`src/rtl/arbiter_rr_ctrl.sv`:
```
// arbiter_rr_ctrl: registered round-robin arbiter with sticky grants.
// Two-state Moore controller (IDLE/BUSY) with a registered one-hot grant,
// binary owner ID and valid flag. The priority pointer always names the
// last winner, so the search starts one past it and wraps.
// Optional feature macro: ARB_TIMEOUT_EN adds a hold counter that preempts
// an owner after HOLD_MAX grant cycles while others are waiting.
module arbiter_rr_ctrl #(
  parameter int N        = 3,
  parameter int W        = (N > 1) ? $clog2(N) : 1,
  parameter int HOLD_MAX = 4
) (
  input  logic         clk,
  input  logic         rst_n,
  input  logic [N-1:0] req,
  output logic [N-1:0] gnt,
  output logic [W-1:0] gnt_id,
  output logic         valid,
  output logic         timeout
);

  if (N < 2) begin : g_bad_n
    $error("arbiter_rr_ctrl: N must be >= 2");
  end
  if (HOLD_MAX < 1) begin : g_bad_hold
    $error("arbiter_rr_ctrl: HOLD_MAX must be >= 1");
  end

  typedef enum logic {IDLE, BUSY} state_t;

  state_t       state, state_n;
  logic [N-1:0] gnt_n, cand;
  logic [W-1:0] id_n, ptr, ptr_n, win;
  logic         found, own_req, new_grant, tmo_n, preempt;

  // Round-robin search over the candidates, starting one past the pointer.
  // While busy the owner is masked out so only a different requester can win.
  always_comb begin
    cand    = (state == BUSY) ? (req & ~gnt) : req;
    own_req = |(req & gnt);
    found   = 1'b0;
    win     = '0;
    for (int k = 1; k <= N; k++) begin
      int idx;
      idx = (int'(ptr) + k) % N;
      if (!found && cand[idx]) begin
        found = 1'b1;
        win   = W'(idx);
      end
    end
  end

  // Next-state and next-output logic; defaults hold everything.
  always_comb begin
    state_n   = state;
    gnt_n     = gnt;
    id_n      = gnt_id;
    ptr_n     = ptr;
    new_grant = 1'b0;
    tmo_n     = 1'b0;
    case (state)
      IDLE: begin
        if (found) begin
          state_n   = BUSY;
          gnt_n     = {{(N-1){1'b0}}, 1'b1} << win;
          id_n      = win;
          ptr_n     = win;
          new_grant = 1'b1;
        end
      end
      BUSY: begin
        if (!own_req) begin
          if (found) begin
            // Direct handoff, no idle gap.
            gnt_n     = {{(N-1){1'b0}}, 1'b1} << win;
            id_n      = win;
            ptr_n     = win;
            new_grant = 1'b1;
          end else begin
            // Release: ID and pointer keep the last owner.
            state_n = IDLE;
            gnt_n   = '0;
          end
        end else if (preempt) begin
          gnt_n     = {{(N-1){1'b0}}, 1'b1} << win;
          id_n      = win;
          ptr_n     = win;
          new_grant = 1'b1;
          tmo_n     = 1'b1;
        end
      end
      default: state_n = IDLE;
    endcase
  end

  // State and registered outputs; pointer resets to N-1 so requester 0 leads.
  always_ff @(posedge clk or negedge rst_n) begin
    if (!rst_n) begin
      state   <= IDLE;
      gnt     <= '0;
      gnt_id  <= '0;
      ptr     <= W'(N-1);
      valid   <= 1'b0;
      timeout <= 1'b0;
    end else begin
      state   <= state_n;
      gnt     <= gnt_n;
      gnt_id  <= id_n;
      ptr     <= ptr_n;
      valid   <= |gnt_n;
      timeout <= tmo_n;
    end
  end

`ifdef ARB_TIMEOUT_EN
  localparam int             HW    = $clog2(HOLD_MAX + 1);
  localparam logic [HW-1:0]  HLAST = HW'(HOLD_MAX - 1);

  logic [HW-1:0] hcnt;

  // Preempt only a still-requesting owner that has used its full budget
  // while someone else is waiting.
  assign preempt = (state == BUSY) && own_req && found && (hcnt == HLAST);

  // Hold counter: cleared on each new grant, saturating count of busy cycles.
  always_ff @(posedge clk or negedge rst_n) begin
    if (!rst_n)                              hcnt <= '0;
    else if (new_grant)                      hcnt <= '0;
    else if (state == BUSY && hcnt != HLAST) hcnt <= hcnt + 1'b1;
  end
`else
  assign preempt = 1'b0;
`endif

endmodule

```
`config.mk`:
```
export PLATFORM = sky130hd
export DESIGN_NAME = arbiter_rr_ctrl
export DESIGN_NICKNAME = d
export VERILOG_FILES = /design/src/rtl/arbiter_rr_ctrl.sv
export SDC_FILE = /design/constraint.sdc
export NUM_CORES = 1
export LEC_CHECK = 0
export CORE_AREA = 2 2 39 41
export CTS_BUF_LIST = sky130_fd_sc_hd__clkbuf_4 sky130_fd_sc_hd__clkbuf_8
export DETAILED_ROUTE_END_ITERATION = 8
export DIE_AREA = 0 0 41 43
export DONT_BUFFER_PORTS = 1
export PLACE_DENSITY_LB_ADDON = 0.25
export SETUP_SLACK_MARGIN = 0.5
export SLEW_MARGIN = 0
export SYNTH_ARGS = -nofsm -noshare
export SYNTH_HDL_FRONTEND = slang
export SYNTH_SLANG_ARGS = --single-unit
export TNS_END_PERCENT = 1
```
`constraint.sdc`:
```
create_clock -name clk -period 2.85 [get_ports clk]
set_input_delay 0.57 -clock clk [delete_from_list [all_inputs] [get_ports clk]]
set_output_delay 0.57 -clock clk [all_outputs]
set_load 0.005 [all_outputs]
```
# Yosys cells after proc, flatten, opt, wreduce, memory -nomap -nowiden

Index checks and enable logic that the tools add are counted.

Bits in registers: 9
Bits of input ports: 5

Add/subtract/negate cells: 3
Divide/modulo/power cells: 3
Magnitude comparators: 3
Eq/ne operators: 1
Shift-type cells: 1
Multiplexer cells: 29
Bitwise gates (word level): 4
Reductions and logical operators: 6

Operators with widths:

| operator              | count |
|---|---|
| $lt 32x4->1 const B   | 3 |
| $mod 32x3->32 const B | 3 |
| $mux 2                | 7 |
| $mux 3                | 4 |
| $mux 1                | 11 |
| $pmux 2 s2            | 2 |
| $add 2x2->3 const B   | 2 |
| $and 3x3->3           | 2 |
| $bmux 1 s2            | 3 |
| $pmux 3 s2            | 1 |
| $reduce_or 3->1       | 2 |
| $add 2x1->3 const B   | 1 |
| $not 3->3             | 1 |
| $shl 1x2->3 const A   | 1 |
| $logic_and 1x1->1     | 2 |
| $logic_not 1->1       | 2 |
| $ne 2x2->1 const B    | 1 |
| $pmux 1 s2            | 1 |
| $not 1->1             | 1 |

# Depth between registers and ports, before layout

Gate-level depths: netlist (run 1).

Word-level depth: 18
Mapped depth: 9

# Least setup slack after synthesis (run 1)

Ideal clock, no wire load.

Path type: register to register
Start: reg ptr[1]
End: reg valid
Arrival: 2,146 ps
Required time: 2,711 ps
Slack: 566 ps
Cell stages (with the launch flop): 9
Buffers on the path: 1
Period minus slack after synthesis: 2,284 ps
Cells stage by stage: dfstp_2 > inv_1 > ha_1 > clkbuf_1 > and3_1 > a31oi_1 > nand3b_1 > a221o_1 > or4b_1

Word-level cells in the longest chain between the ends: 17
Elaborated cells between the ends (all ways): 31

Ends and longest elaborated chain:

| what                                       | line | RTL |
|---|---|---|
| from (decl)                                | 32   | `logic [W-1:0] id_n, ptr, ptr_n, win;` |
| from (signal assigned)                     | 101  | `ptr <= W'(N-1);` |
| from (signal assigned)                     | 108  | `ptr <= ptr_n;` |
| $add 2x1->3                                | 44   | `idx = (int'(ptr) + k) % N;` |
| $mod 32x3->32                              | 44   |  |
| $bmux 1 s2                                 | 45   | `if (!found && cand[idx]) begin` |
| $mux 1 (not written as such) (2 in series) | 45   |  |
| $mux 1                                     | 45   |  |
| $logic_not 1->1                            | 45   |  |
| $logic_and 1x1->1                          | 45   |  |
| $mux 1                                     | 45   |  |
| $logic_not 1->1                            | 45   |  |
| $logic_and 1x1->1                          | 45   |  |
| $mux 2                                     | 45   |  |
| $shl 1x2->3                                | n/a  |  |
| $mux 3                                     | 72   | `if (found) begin` |
| $mux 3                                     | 71   | `if (!own_req) begin` |
| $pmux 3 s2 (*)                             | 60   | `case (state)` |
| net gnt_n[2]                               | 31   | `logic [N-1:0] gnt_n, cand;` |
| $reduce_or 3->1 (*)                        | 109  | `valid <= \|gnt_n;` |
| to (signal assigned)                       | 109  |  |
| to (decl)                                  | 17   | `output logic valid,` |

The timed path passes the listed nets; every way through them passes the cells marked *. The select of a mux whose other input is x is not followed.
A chain may end at the register's enable or synchronous reset.

# Worst setup path after layout (run 1)

Same ends and word-level chain as after synthesis.

==> results of run 1 <==
-- placed cells by master, fill, tap and decap left out, types with 2 or more instances in the layout --
cell	instances
nor2_1	3
inv_1	4
nand2b_1	3
nand2_1	3
dfrtp_1	7
nor2b_1	2
a211oi_1	2
o21ai_0	3
a21o_1	4
nand3b_1	2
ha_4	2
clkbuf_4	4
buf_4	2
-- flip-flops by register name, indices dropped and copies added, names as in the netlist --
register / flops
state: 1
gnt_id: 1
valid: 1
ptr: 2
gnt: 3
-- timing repair --
action | CTS | global route
hold endpoints to repair | 7 | 0
cloned | 0 | 0
resized for setup | 0 | 4
pin swaps | 1 | 2
setup endpoints to repair | 1 | 1
hold buffers | 1 | 0
buffers inserted | 1 | 1
-- worst paths after layout --
check / start / endpoint / cells past startpoint
worst max-delay path: ptr[1]$_DFFE_PN1P_ / valid$_DFF_PN0_ / 7
worst min-delay path: rst_n / ptr[1]$_DFFE_PN1P_ / 0
worst max register to register: ptr[1]$_DFFE_PN1P_ / valid$_DFF_PN0_ / 7
worst min register to register: gnt_id[1]$_DFFE_PN0P_ / gnt_id[1]$_DFFE_PN0P_ / 1
max in group asynchronous: rst_n / state$_DFF_PN0_ / 1
min in group clk: gnt_id[1]$_DFFE_PN0P_ / gnt_id[1]$_DFFE_PN0P_ / 1
-- cells by family (layout without fill, tap and decap cells) --
| logic type | Yosys count | in the layout | synth area share (%) |
|---|---|---|---|
| adder cells (fa/ha/maj) | 3 | 3 | 6.194 |
| flip-flops | 8 | 8 | 35.62 |
| multiplexers | 1 | 1 | 1.770 |
| AO/OA/AOI/OAI | 22 | 22 | 30.09 |
| other | 1 | 1 | 0.6631 |
| AND/OR/NAND/NOR | 18 | 18 | 18.14 |
| buffers and inverters | 9 | 11 | 7.518 |
-- Yosys cell counts, drive strengths merged (2+ instances only) --
library cell / count / area share (%)
nand2: 3 / 2.0
a21bo: 2 / 3.5
inv: 4 / 2.7
nand3b: 2 / 2.7
nor2b: 2 / 2.2
ha: 2 / 4.4
buf: 4 / 4.2
a21o: 4 / 5.3
o21ai: 4 / 3.5
a211oi: 2 / 2.7
nand2b: 3 / 3.3
dfrtp: 7 / 31
nor2: 3 / 2.0
-- routing by layer --
metal	share of wire [%]	track usage (%)	vias up
li1	-	-	226
met1	43	19.80	216
met2	48	20.63	15
met3	5.8	3.141	4
met4	2.3	12.00	0
met5	0	0	-
-- power by group --
group,total [mW],switching [mW],internal [mW]
Clock,0.104,0.0412,0.0632
Sequential,0.238,0.0683,0.170
Combinational,0.411,0.197,0.214
-- stage by stage --
| stage | utilization (%) | area [um^2] | power (mW) | worst slack, ns | hold WS [ns] |
|---|---|---|---|---|---|
| finish | 46.11 | 638.1 | 0.7533 | 0.5711 | 0.1561 |
| global route | 46.11 | 638.1 | 0.8210 | 0.4920 | 0.1431 |
| CTS | 43.76 | 605.6 | 0.7053 | 0.5063 | 0.1466 |
| detailed placement | 40.33 | 558.0 | 0.5748 | 0.4560 | 0.2745 |
| global placement | 40.33 | 558.0 | 0.5748 | 0.4788 | 0.2746 |
| floorplan | - | 565.5 | 0.5196 | 0.5658 | 0.2744 |
-- area by class of cell --
type                            instances  area (um^2)
Tap cell                               16        20.02
Clock buffer                            4        30.03
Timing Repair Buffer                    3        25.02
Fill cell                             139        745.7
Inverter                                4        15.01
Multi-Input combinational cell         45        346.6
Sequential cell                         8        201.4
==> reports/results.ini, run 1 <==
[status]
status=finished clean

[timing]
final-hold-violation-count=0
fmax_mhz=438.8
setup_tns_ns=0
min_period_over_period_pct=79.96
setup_viol=0
rsz0062_at_grt=no
drv_slew=0
clock_skew_ns=0.006290
fin_crit_ns=2.279

[floorplan]
die_y_um=43
start_util_pct=40.87
die_width_um=41
io-pin-count=12
rows=14
die-area_mm2=0.001763
core_mm2=0.001384

[layout]
diodes=0
area_delta_synth_final_pct=12.83
final_cells=80
nNetsFinal=72
drive_gt1_share_pct=17.19

[placement]
gp_congestion=0.6823
dp_hpwl_um=813.1
io_buffers=0
dp.cells=73

[cts]
root_buffer=clkbuf_4
numCtsBuffers=3
clockBufferDepth=2
clk_pin_slew_ns=0.06
cts_tree=built
numClockSinks=8
clk_latency_ns=0.26
htree_levels=1

[setup_path]
r2r_slack_ns=0.57
critPathSlowestCell=dfstp_2
path_cells=inv_1 -> ha_4 -> and3_1 -> a31oi_1 -> nand3b_1 -> a221o_1 -> or4b_1
critPathBufInv=1
cp-start-kind=register
critical_path.max_fanout=9
crit_family=simple AND/OR/NAND/NOR gates
worstSetupEndpointType=register
required_ns=2.98
cp_slowest_stage_delay_ns=0.56
critPathKind=reg2reg
crit_arrival_ns=2.41

[worst_hold_path]
hp-class=in2async

[routing]
drc=0
dr.pass1.iters=4
drt_iter0_markers=12
vias_per_cell=5.763
wl_per_cell_um=14.39
vias=461
ant_nets=0
wl_mm=1.151

[logic_synthesis]
ys_seq_area_share_pct=35.62
yosysUniqueCellTypes=37
synthesis.area_um2=565.5
synth_cells=62
synth_fp_nets=69
synth_seq_cells=8
ys.warnings.count=0
async_flop_share_pct=100.0
synth_ff_type=dfrtp_1
synth_edf_count=0
avgSynthCellArea_um2=9.122

[grt]
grt_max_degree=11
grt_pass1_wl_mm=1.759
grt_overflow_total=0
antenna_found_initial=0
track_usage_pct=15.16
grt_pass1_vias=404

[pwr]
max-vdd-ir-drop_v=0.0004475
pwr_density_cell_mw_per_mm2=1181
cellLeakagePower_nw=0.3158

[flow_run]
cap_violations=0

(Power assumes the default switching activity.)
==> inputs of run 2 (changes only) <==
==> constraint.sdc (replaced) <==
create_clock -name clk -period 2.3 [get_ports clk]
set_input_delay 0.46 -clock clk [delete_from_list [all_inputs] [get_ports clk]]
set_output_delay 0.46 -clock clk [all_outputs]
set_load 0.005 [all_outputs]
==> run 2 against run 1 <==
Net effect: final cell count rose by 2.5%; wire length rose by 1.3%; critical path depth did not move; sequential share of layout area fell by 0.65 points; sequential cell count did not move; critical path type unchanged; fmax rose by 4.2%; sequential power rose by 24%; first-iteration DRC count fell by 25%; setup slack got worse by 0.46 ns; combinational power rose by 31%.
==> reports/results.ini, run 2 (synthesis gave the netlist of run 1 again) <==
[cts]
clk_latency_ns=0.26
clk_pin_slew_ns=0.06
numCtsBuffers=3
clockBufferDepth=2
root_buffer=clkbuf_4
numClockSinks=8
cts_tree=built
htree_levels=1

[routing]
m1WireLength_um=489
wl_mm=1.166
vias=466
vias_per_cell=5.683
drc=0
dr.pass1.iters=4
drt_iter0_markers=9
ant_nets=0
wl_per_cell_um=14.22
dr.max_layer_used=met4
met3_length_um=84
wl_met2_um=557

[setup_path]
r2r_slack_ns=0.11
critical_path.max_fanout=6
cp-start-kind=register
required_ns=2.43
r2r_start=ptr[1]$_DFFE_PN1P_
worstSetupStartpoint=ptr[1]$_DFFE_PN1P_
cp_slowest_stage_delay_ns=0.57
path_cells=inv_2 -> ha_4 -> and3_4 -> a31oi_1 -> nand3b_1 -> a221o_1 -> or4b_1
worstSetupEndpointType=register
critPathSlowestCell=dfstp_2
crit_arrival_ns=2.32
critPathKind=reg2reg

[grt]
grt_pass1_wl_mm=1.883
track_usage_pct=16.46
grt_max_degree=9
antenna_found_initial=0
grt_pass1_vias=462
grt_overflow_total=0

[floorplan]
rows=14
io-pin-count=12
die_y_um=43
die-area_mm2=0.001763
die_width_um=41
start_util_pct=40.87
core_mm2=0.001384

[pwr]
pwr_density_cell_mw_per_mm2=1464
power_frac_comb_pct=56.1
power_frac_seq_pct=30.6
p_int_uw=576.2
netSwitchingFraction_pct=39.97
p_switching_uw=383.7
cellLeakagePower_nw=0.3175
max-vdd-ir-drop_v=0.0007542
p_clk_share_pct=13.3

[layout]
area_delta_synth_final_pct=15.93
fillers=127
drive_gt1_share_pct=22.73
max_flop_register=gnt
nNetsFinal=74
diodes=0
final_cells=82
largest_reg_flops=3
layout_common_cells=6 x dfrtp_1, 4 x a21o_1, 4 x clkbuf_4
top_regs=gnt: 3 flops, ptr: 2 flops
final_common_cell=dfrtp_1

[timing]
setup_viol=0
final-hold-violation-count=0
hold_ws_ns=0.04393
drv_slew=0
clock_skew_ns=0.004171
setup_tns_ns=0
min_period_over_period_pct=95.10
rsz0062_at_grt=yes
fin_crit_ns=2.187
fmax_mhz=457.2

[placement]
dp_hpwl_um=897.3
gp_congestion=0.6959
dp.cells=76
io_buffers=0

[worst_hold_path]
hp-class=in2async

[status]
status=finished clean

[flow_run]
cap_violations=0

## run 2: what timing repair did
item,in CTS,in global routing
endpoints found under the setup margin,6,6
resized for setup,4,0
buffers inserted,1,0
hold buffers,1,0
pin swaps,2,2
hold endpoints to repair,7,0
## run 2: area by class of cell
class / count / area (um^2) / share of cell area [%]
Multi-Input combinational cell: 45 / 351.6 / 53.63
Sequential cell: 8 / 202.7 / 30.92
Timing Repair Buffer: 5 / 36.28 / 5.534
Clock buffer: 4 / 30.03 / 4.580
Tap cell: 16 / 20.02 / 3.053
Inverter: 4 / 15.01 / 2.290
## run 2: power by group through the flow
stage	logic, mW	clock network, mW	registers, mW
after floorplan	0.410	0	0.256
final	0.538	0.128	0.294
after detailed placement	0.494	0	0.288
after global placement	0.489	0	0.285
after global routing	0.603	0.136	0.307
after CTS	0.542	0.133	0.296
## run 2: final timing paths
check                                        end  cells past startpoint
min in group clk           gnt_id[1]$_DFFE_PN0P_                      1
min reg2reg                gnt_id[1]$_DFFE_PN0P_                      1
max reg2reg                      valid$_DFF_PN0_                      7
max in group asynchronous     ptr[0]$_DFFE_PN0P_                      1
min                           ptr[1]$_DFFE_PN1P_                      0
max                              valid$_DFF_PN0_                      7
## run 2: critical path: cells and delay by family (launching register included)
family / cells / cell delay [ns]
fa+ha+maj: 1 / 0.17
buf+inv: 1 / 0.05
compound gates: 2 / 0.48
simple gates: 3 / 0.79
flops: 1 / 0.57
## run 2: stage by stage
step	utilization [%]	power (mW)	area, um^2	worst slack (ns)
6_report	47.38	0.9599	655.6	0.1127
5_1_grt	47.38	1.046	655.6	0.001074
4_1_cts	47.38	0.9707	655.6	0.07390
3_5_place_dp	42.50	0.7824	588.1	0.05526
3_3_place_gp	42.50	0.7736	588.1	0.08455
2_1_floorplan	-	0.6666	583.1	0.1068
## run 2: per-layer routing
| metal | up-vias | GRT usage [%] |
|---|---|---|
| li1 | 231 | - |
| met3 | 5 | 3.665 |
| met5 | - | 0 |
| met1 | 216 | 19.73 |
| met2 | 14 | 24.38 |
| met4 | 0 | 12.00 |
